## config.mk

```make
export PLATFORM = sky130hd
export DESIGN_NAME = cordic_rotation_scheduler
export DESIGN_NICKNAME = d
export VERILOG_FILES = /design/src/rtl/cordic_rotation_scheduler.sv
export SDC_FILE = /design/constraint.sdc
export NUM_CORES = 1
export LEC_CHECK = 0
export ABC_AREA = 1
export CAP_MARGIN = 10
export CORE_MARGIN = 2
export CORE_UTILIZATION = 33
export CTS_CLUSTER_SIZE = 40
export DETAILED_ROUTE_END_ITERATION = 7
export GPL_ROUTABILITY_DRIVEN = 0
export PLACE_DENSITY = 0.61
export SLEW_MARGIN = 20
export SYNTH_ARGS = -nofsm -noshare
export SYNTH_HDL_FRONTEND = slang
export SYNTH_SLANG_ARGS = --single-unit
```

## constraint.sdc

```tcl
create_clock -name clk -period 9.3 [get_ports clk]
set_input_delay 1.86 -clock clk [delete_from_list [all_inputs] [get_ports clk]]
set_output_delay 1.86 -clock clk [all_outputs]
set_load 0.01 [all_outputs]
```

## src/rtl/cordic_rotation_scheduler.sv

```systemverilog
// Round-robin, credit-gated issue of angle requests into a shared pipelined
// CORDIC core, with per-requester response FIFOs fed from a tag shift pipe.
module cordic_rotation_scheduler #(
    parameter int          NREQ    = 4,
    parameter int          LATENCY = 17,
    parameter int          RDEPTH  = 4,
    parameter logic [15:0] KINIT   = 16'h136F
) (
    input  logic               clk,
    input  logic               rst,
    input  logic [NREQ-1:0]    req_valid,
    input  logic [16*NREQ-1:0] req_angle,
    output logic [NREQ-1:0]    req_ready,
    output logic [NREQ-1:0]    rsp_valid,
    input  logic [NREQ-1:0]    rsp_ready,
    output logic [16*NREQ-1:0] rsp_cos,
    output logic [16*NREQ-1:0] rsp_sin,
    output logic [15:0]        core_xin,
    output logic [15:0]        core_yin,
    output logic [15:0]        core_zin,
    input  logic [15:0]        core_x0,
    input  logic [15:0]        core_y0,
    output logic               busy
);
    localparam int IDW = (NREQ > 1) ? $clog2(NREQ) : 1;
    localparam int AW  = $clog2(RDEPTH);
    localparam int CW  = $clog2(RDEPTH + 1);
    localparam logic [CW-1:0] FULL = CW'(RDEPTH);

    logic [CW-1:0]      used_q [NREQ];
    logic [CW-1:0]      used_d [NREQ];
    logic [IDW-1:0]     ptr_q, ptr_d;
    logic [LATENCY-1:0] tag_v_q, tag_v_d;
    logic [IDW-1:0]     tag_id_q [LATENCY];
    logic [IDW-1:0]     tag_id_d [LATENCY];
    logic [AW:0]        wptr_q [NREQ];
    logic [AW:0]        wptr_d [NREQ];
    logic [AW:0]        rptr_q [NREQ];
    logic [AW:0]        rptr_d [NREQ];
    logic [31:0]        mem_q  [NREQ][RDEPTH];

    logic [NREQ-1:0] eligible, push, pop;
    logic            gnt_any;
    logic [IDW-1:0]  gnt_id, cand_id;
    int              cand;

    always_comb begin
        for (int i = 0; i < NREQ; i++)
            eligible[i] = req_valid[i] && (used_q[i] < FULL);
    end

    // First eligible requester scanning upward from the round-robin pointer.
    always_comb begin
        gnt_any = 1'b0;
        gnt_id  = '0;
        cand    = 0;
        cand_id = '0;
        for (int k = 0; k < NREQ; k++) begin
            cand    = (int'(ptr_q) + k) % NREQ;
            cand_id = IDW'(cand);
            if (!gnt_any && eligible[cand_id]) begin
                gnt_any = 1'b1;
                gnt_id  = cand_id;
            end
        end
        if (rst)
            gnt_any = 1'b0;
    end

    always_comb begin
        req_ready = '0;
        core_xin  = '0;
        core_yin  = '0;
        core_zin  = '0;
        ptr_d     = ptr_q;
        if (gnt_any) begin
            req_ready[gnt_id] = 1'b1;
            core_xin = KINIT;
            core_zin = req_angle[16*int'(gnt_id) +: 16];
            ptr_d    = (int'(gnt_id) == NREQ - 1) ? '0 : gnt_id + IDW'(1);
        end
    end

    always_comb begin
        tag_v_d     = {tag_v_q[LATENCY-2:0], gnt_any};
        tag_id_d[0] = gnt_id;
        for (int s = 1; s < LATENCY; s++)
            tag_id_d[s] = tag_id_q[s-1];
    end

    always_comb begin
        for (int i = 0; i < NREQ; i++) begin
            rsp_valid[i] = wptr_q[i] != rptr_q[i];
            push[i] = tag_v_q[LATENCY-1] &&
                      (int'(tag_id_q[LATENCY-1]) == i);
        end
    end

    always_comb begin
        for (int i = 0; i < NREQ; i++) begin
            pop[i]    = rsp_valid[i] && rsp_ready[i];
            wptr_d[i] = wptr_q[i] + (AW+1)'(push[i]);
            rptr_d[i] = rptr_q[i] + (AW+1)'(pop[i]);
            used_d[i] = used_q[i] + CW'(req_ready[i]) - CW'(pop[i]);
            rsp_cos[16*i +: 16] = mem_q[i][rptr_q[i][AW-1:0]][31:16];
            rsp_sin[16*i +: 16] = mem_q[i][rptr_q[i][AW-1:0]][15:0];
        end
    end

    always_comb begin
        busy = |tag_v_q;
        for (int i = 0; i < NREQ; i++)
            if (used_q[i] != '0)
                busy = 1'b1;
    end

    always_ff @(posedge clk or posedge rst) begin
        if (rst) begin
            ptr_q   <= '0;
            tag_v_q <= '0;
            for (int i = 0; i < NREQ; i++) begin
                used_q[i] <= '0;
                wptr_q[i] <= '0;
                rptr_q[i] <= '0;
            end
        end else begin
            ptr_q   <= ptr_d;
            tag_v_q <= tag_v_d;
            for (int i = 0; i < NREQ; i++) begin
                used_q[i] <= used_d[i];
                wptr_q[i] <= wptr_d[i];
                rptr_q[i] <= rptr_d[i];
            end
        end
    end

    // Tag ids and FIFO storage are qualified by valids/pointers, so no reset.
    always_ff @(posedge clk) begin
        for (int s = 0; s < LATENCY; s++)
            tag_id_q[s] <= tag_id_d[s];
        for (int i = 0; i < NREQ; i++)
            if (push[i])
                mem_q[i][wptr_q[i][AW-1:0]] <= {core_x0, core_y0};
    end
endmodule

```

==> summary.md, run 1 <==
| Metric | Value |
|---|---|
| Hold bufs inserted after CTS | `0` |
| Internal portion of total power | `6.22 mW` |
| Via count of the first global-routing pass | `14.6k` |
| Post-synthesis average cell area | `between 10 and 15 sq um` |
| Final clock skew | `approximately 0.024 ns` |
| Count of routing violations after the opening detailed-route iteration | `1308` |
| Worst Tran Pin Value | `roughly 0.9 ns` |
| Area growth from synthesis to layout | `23.8%` |
| Max-slew violation total from the final report | `0` |
| Number of search-and-repair iterations in the first detailed-routing pass | `5` |
| Asr flop ratio synth | `0.0915` |
| Start-to-end type of the worst setup path | `in2out` |
| Routed length per instance | `slightly above 20 um` |
| Largest stage delay on the critical path | `0.62 ns` |
| Initial antenna violation count | `0` |
| Kind of start point of the critical path | `input port` |
| Top-count cell post-synth | `edfxtp_1` |
| Time the worst path needs with I/O delays and setup | `between 6 and 7 ns` |
| Sum of negative setup slack | `0 ns` |
| Largest buffer count on any clock path | `3` |
| Insertion delay of the later-clocked pin in the worst-skew pair | `0.61 ns` |
| PwrDens | `341 nW/um^2` |
| Horizontal die dimension | `269 um` |
| Required @ worst endpoint | `7.44 ns` |
| CP cell instances | `clkdlybuf4s50_1 > nand3_1 > nand3_1 > nand2_1 > nand3_1 > nand3_2 > nand2_4 > nand2_1 > nor2_1 > clkdlybuf4s50_1` |
| Worst setup margin | `2.44 ns` |
| Port Buf Inserts | `267` |
| Fraction of power spent switching nets | `0.366` |
| Worst path bufs/invs | `2` |
| Post-placement setup slack | `2.47 ns` |
| TritonCTS clock tree | `yes` |
| Share of the clock period used by the worst path after layout | `0.738` |
| Vias after detailed routing | `14.9k` |
| Top flip-flop cell by instance count after synthesis | `edfxtp_1` |
| Post-synth EDFFs | `512` |
| Final Hold Fails | `0` |
| Vias/cell | `4.98` |
| Leftover overflow at the end of global routing | `0` |
| Unique cell type count in the Yosys netlist | `33` |
| ANT cells | `0` |
| Summed instance area of the synthesized netlist | `23200 sq um` |
| Family with the most delay on the worst path | `simple AND/OR/NAND/NOR gates` |
| Top Ports | `about 290` |
| RSZ-0062 raised after global routing | `false` |
| Final Setup Violations | `0` |
| Vert. Die Dim | `269 um` |
| Worst endpoint data arrival time | `5.00 ns` |
| Sw power | `roughly 3.6 mW` |
| Wire length of the first global-routing pass | `91300 um` |
| Number of standard cells in the layout, taps in and fillers out | `around 3.0k` |
| Largest voltage drop on the vdd net | `0.176 mV` |
| Num rows | `between 90 and 100` |
| Worst Setup End Kind | `output port` |
| Post-cts resize count | `0` |
| Post-CTS Repair Setup Buffers | `0` |
| Post-route antenna net violation count | `0` |
| Remaining DRCs | `0` |
| Core area | `between 60000 and 70000 sq um` |
| CTS root buffer | `clkbuf_16` |
| Maximum level of the CTS H-tree | `2` |
| Wirelength, routed | `62100 um` |
| Class of the most critical hold timing path | `reg2reg` |
| Minimum hold slack | `about 0.32 ns` |
| Register bit total from synthesis | `roughly 600` |
| Proportion of synthesized chip area in sequential cells | `0.751` |
| Share of power burned in the clock network | `0.234` |
| Cell type with the highest aggregate area in the netlist | `edfxtp_1` |
| Total clock sinks | `roughly 600` |
| Placed insts | `2875` |
| Top cell by count, worst path | `nand3_1` |
| Fmax | `146 MHz` |
| Area share of the leading cell type in the synthesized netlist | `0.662` |
| Outcome | `complete, no violations` |
| Largest net degree at the start of global routing | `68` |
| Ys Warns | `0` |
| Top cells by area, synth | `edfxtp_1 66%, dfrtp_1 5.9%, o21ai_0 5.5%, nor2_1 4.2%, o22ai_1 3.5%` |
| Cells after Synth | `1737` |
| Number of filler instances in the final layout | `6433` |
| Sequential share of power | `0.356` |
| Placed wire-length estimate after detailed placement | `36500 um` |
| Total of max-cap violations | `0` |
| Commonest cells in the netlist | `512 x edfxtp_1, 262 x nor2_1, 257 x o21ai_0` |
| Number of CTS-inserted buffers | `60` |
| DIE AREA | `72500 sq um` |
| Pleak | `between 9 and 10 nW` |
| Starting density of the core | `0.332` |
| Layout cell share with drive strength beyond 1 | `0.0821` |
| GRT Util Overall | `0.167` |
| Part of the power in combinational logic | `0.411` |
| Max_slew headroom | `0.382` |
| # nets final | `2132` |
| Crit-path max FO | `36` |
| Cell with the largest stage delay on the worst path | `clkdlybuf4s50_1` |
| Clock transition at path regs | `about 0.06 ns` |
==> kinds of logic after synthesis <==
kind of cell,after synthesis,share of synthesized area
flip-flops,601,0.751
buffers and inverters,210,0.0414
adder cells (fa/ha/maj),29,0.0169
XOR/XNOR,28,0.0106
other,1,0.000162
AND/OR/NAND/NOR,465,0.0848
AO/OA/AOI/OAI,403,0.0954
==> registers in the layout, indices dropped and copies added, names as in the netlist <==
signal	count
mem_q	512
tag_id_q	34
tag_v_q	17
rptr_q	12
used_q	12
wptr_q	12
ptr_q	2
==> cell usage in the layout (no fill, tap or decap), drive strengths merged, types with 16 or more instances in the layout <==
cell,instances
dfxtp,34
o22ai,129
conb,23
nand3,71
nand2,99
clkinv,33
nor2,263
edfxtp,512
buf,31
o21ai,257
inv,84
nor3,22
dfrtp,55
clkbuf,80
clkdlybuf4s50,267
xnor2,16
a21oi,17
ha,25
==> routing by layer <==
layer / GRT usage / part of all wire
met1: 0.219 / 0.42
met2: 0.285 / 0.49
met3: 0.0268 / 0.066
met4: 0.0513 / 0.024
met5: 0 / 0
==> through the flow <==
step / power, mW / area, sq um / utilization
floorplan: 5.69 / 23300 / -
global placement: 7.52 / 26800 / 0.384
detailed placement: 7.62 / 26900 / 0.384
CTS: 9.93 / 28700 / 0.411
global route: 10.4 / 28700 / 0.411
finish: 9.80 / 28700 / 0.411
==> final cells by class <==
cell class                      instances  area [sq um]  area share
Multi-Input combinational cell        948          5010       0.174
Inverter                               88           335      0.0117
Tap cell                              940          1180      0.0409
Timing Repair Buffer                  298          2910       0.101
Clock buffer                           80          1640      0.0570
Sequential cell                       601         17400       0.607
Clock inverter                         32           231     0.00805
==> power groups by stage <==
stage	Combinational [mW]	Clock [mW]	Sequential, mW
final	4.02	2.29	3.49
after global routing	4.41	2.44	3.52
after CTS	4.10	2.34	3.49
after detailed placement	4.08	0	3.54
after global placement	4.00	0	3.52
after floorplan	2.18	0	3.51
==> final timing paths <==
kind / cells past startpoint / slack (ns) / start / end
max: 10 / 2.44 / req_valid[3] / req_ready[0]
min: 0 / 0.32 / tag_id_q[0][24] / tag_id_q[0][26]
max reg2reg: 15 / 5.55 / ptr_q[0] / used_q[11]
min reg2reg: 0 / 0.32 / tag_id_q[0][24] / tag_id_q[0][26]
max in group asynchronous: 3 / 6.89 / rst / rptr_q[3]
min in group asynchronous: 3 / 1.88 / rst / ptr_q[0]
Power figures use the tool's default switching activity.
==> run 2, diff against run 1 <==
--- a/config.mk
+++ b/config.mk
@@ -12,7 +12,7 @@
 export CTS_CLUSTER_SIZE = 40
 export DETAILED_ROUTE_END_ITERATION = 7
 export GPL_ROUTABILITY_DRIVEN = 0
-export PLACE_DENSITY = 0.61
+export PLACE_DENSITY = 0.63
 export SLEW_MARGIN = 20
 export SYNTH_ARGS = -nofsm -noshare
 export SYNTH_HDL_FRONTEND = slang
==> constraint.sdc (replaced) <==
create_clock -name clk -period 5.9 [get_ports clk]
set_input_delay 1.18 -clock clk [delete_from_list [all_inputs] [get_ports clk]]
set_output_delay 1.18 -clock clk [all_outputs]
set_load 0.01 [all_outputs]
==> summary.md, run 2 (synthesized netlist as in run 1, its figures left out) <==
| Metric | Value |
|---|---|
| RSZ-0062 raised after global routing | `false` |
| Hold bufs inserted after CTS | `0 (unchanged)` |
| TritonCTS clock tree | `yes` |
| Post-CTS Repair Setup Buffers | `0 (unchanged)` |
| Clock transition at path regs | `0.05 ns (about the same)` |
| Starting density of the core | `0.332 (unchanged)` |
| Worst endpoint data arrival time | `3.99 ns (-1.01 ns)` |
| Number of search-and-repair iterations in the first detailed-routing pass | `5 (unchanged)` |
| Most frequent cells in the layout | `512 x edfxtp_1, 267 x clkdlybuf4s50_1, 262 x nor2_1` |
| Sum of negative setup slack | `0 ns (unchanged)` |
| # nets final | `2140 (+0.38%)` |
| Placed wire-length estimate after detailed placement | `36500 um (about the same)` |
| Minimum hold slack | `0.323 ns (+0.00470 ns)` |
| Total clock sinks | `601 (unchanged)` |
| Top Ports | `291 (unchanged)` |
| Max_slew headroom | `0.371 (-0.0109)` |
| Worst Setup End Kind | `output port` |
| Layout cell share with drive strength beyond 1 | `0.0910 (+0.00897)` |
| Vias/cell | `4.94 (-0.81%)` |
| Class of the most critical hold timing path | `reg2reg` |
| ANT cells | `0 (unchanged)` |
| Outcome | `complete, no violations` |
| Worst setup margin | `0.733 ns (-1.70 ns)` |
| Final Hold Fails | `0 (unchanged)` |
| Largest buffer count on any clock path | `3 (unchanged)` |
| Crit-path max FO | `20 (-44%)` |
| Remaining DRCs | `0 (unchanged)` |
| Maximum level of the CTS H-tree | `2 (unchanged)` |
| Vert. Die Dim | `269 um (unchanged)` |
| Total of max-cap violations | `0 (unchanged)` |
| GRT Util Overall | `0.163 (-0.00364)` |
| Horizontal die dimension | `269 um (unchanged)` |
| Required @ worst endpoint | `4.72 ns (-2.72 ns)` |
| Overall power | `15.7 mW (+60%)` |
| Via count of the first global-routing pass | `14.4k (-0.96%)` |
| Pleak | `10.1 nW (+1.1%)` |
| Final Setup Violations | `0 (unchanged)` |
| Area growth from synthesis to layout | `24.6%` |
| Core area | `69900 sq um (unchanged)` |
| Largest net degree at the start of global routing | `67 (-1.5%)` |
| Initial antenna violation count | `2 (+2)` |
| Insertion delay of the later-clocked pin in the worst-skew pair | `0.62 ns (about the same)` |
| Most frequent standard cell in the layout excluding fill and tap cells | `edfxtp_1` |
| Number of CTS-inserted buffers | `59 (-1.7%)` |
| Post-route antenna net violation count | `0 (unchanged)` |
| Port Buf Inserts | `267 (unchanged)` |
| Largest voltage drop on the vdd net | `0.321 mV (+83%)` |
| Final clock skew | `0.0198 ns (-0.00431 ns)` |
| PwrDens | `542 nW/um^2 (+59%)` |
| Max-slew violation total from the final report | `0 (unchanged)` |
| Worst Tran Pin Value | `0.944 ns (+0.0164 ns)` |
| Time the worst path needs with I/O delays and setup | `5.17 ns` |
| Vias after detailed routing | `14.8k (-0.58%)` |
| Count of routing violations after the opening detailed-route iteration | `1295 (-0.99%)` |
| Post-placement setup slack | `0.764 ns (-1.70 ns)` |
| Fmax | `194 MHz` |
| Total placed instance area | `26900 sq um (+0.16%)` |
| Num rows | `97 (unchanged)` |
| Start-to-end type of the worst setup path | `in2out` |
| Wirelength, routed | `60800 um (-2.1%)` |
| Share of the clock period used by the worst path after layout | `0.876` |
| Kind of start point of the critical path | `input port` |
| CTS root buffer | `clkbuf_16` |
| Leftover overflow at the end of global routing | `0 (unchanged)` |
| Routed length per instance | `20.3 um (-2.4%)` |
| Largest register FFs | `512 (unchanged)` |
| Post-cts resize count | `0 (unchanged)` |
| Wire length of the first global-routing pass | `89500 um (-2.0%)` |
| Number of filler instances in the final layout | `6437 (+0.062%)` |
| DIE AREA | `72500 sq um (unchanged)` |
| Total non-filler cell area in the finished layout | `28900 sq um (+0.64%)` |
-- run 2: cell types whose count changed in the layout (fill, tap and decap cells not counted), sizes merged --
| cell | before | now |
|---|---|---|
| clkinv | 33 | 27 |
| clkbuf | 80 | 75 |
| clkinvlp | 0 | 2 |
| inv | 84 | 87 |
| buf | 31 | 40 |
| bufinv | 3 | 7 |
-- run 2: critical path: stages --
cell             delay, ns
clkdlybuf4s50_1       0.50
nand3_1               0.14
nand3_1               0.14
nand2_1               0.13
nand2_2               0.12
nor2_4                0.05
nand3_2               0.07
nand3_2               0.40
inv_2                 0.43
nand2_1               0.12
a21oi_2               0.15
clkdlybuf4s50_1       0.56
-- run 2: final cells by class --
class                      instances  area, sq um  share of cell area
multi-input combinational        948         4990               0.173
clock inverter                    35          362              0.0125
clock buffer                      75         1650              0.0571
inverter                          88          334              0.0116
timing repair buffer             307         2970               0.103
sequential                       601        17400               0.603
tap                              940         1180              0.0407
-- run 2: power by group --
group | total, mW | switching, mW | internal, mW
clock network | 3.84 | 1.56 | 2.28
registers | 5.49 | 0.239 | 5.25
logic | 6.36 | 3.86 | 2.50
-- run 2: per-stage QoR --
step | instances | utilization
after global routing | 2994 | 0.414
after floorplan | 1759 | -
after global placement | 2884 | 0.385
final | 2994 | 0.414
after detailed placement | 2884 | 0.385
after CTS | 2994 | 0.414
-- run 2: worst paths after layout --
check / from / endpoint / slack, ns / cells past startpoint
worst min-delay path: tag_id_q[0][26] / tag_id_q[0][28] / 0.32 / 0
worst min register to register: tag_id_q[0][26] / tag_id_q[0][28] / 0.32 / 0
worst max-delay path: req_valid[3] / core_zin[10] / 0.73 / 12
min in group asynchronous: rst / ptr_q[1] / 0.84 / 2
max in group asynchronous: rst / rptr_q[9] / 4.17 / 3
worst max register to register: ptr_q[0] / used_q[5] / 2.62 / 14
-- run 2: per-layer routing --
| metal | global-route usage | part of all wire |
|---|---|---|
| met1 | 0.213 | 0.43 |
| met2 | 0.275 | 0.48 |
| met3 | 0.0324 | 0.062 |
| met4 | 0.0516 | 0.028 |
| met5 | 0 | 0.00041 |
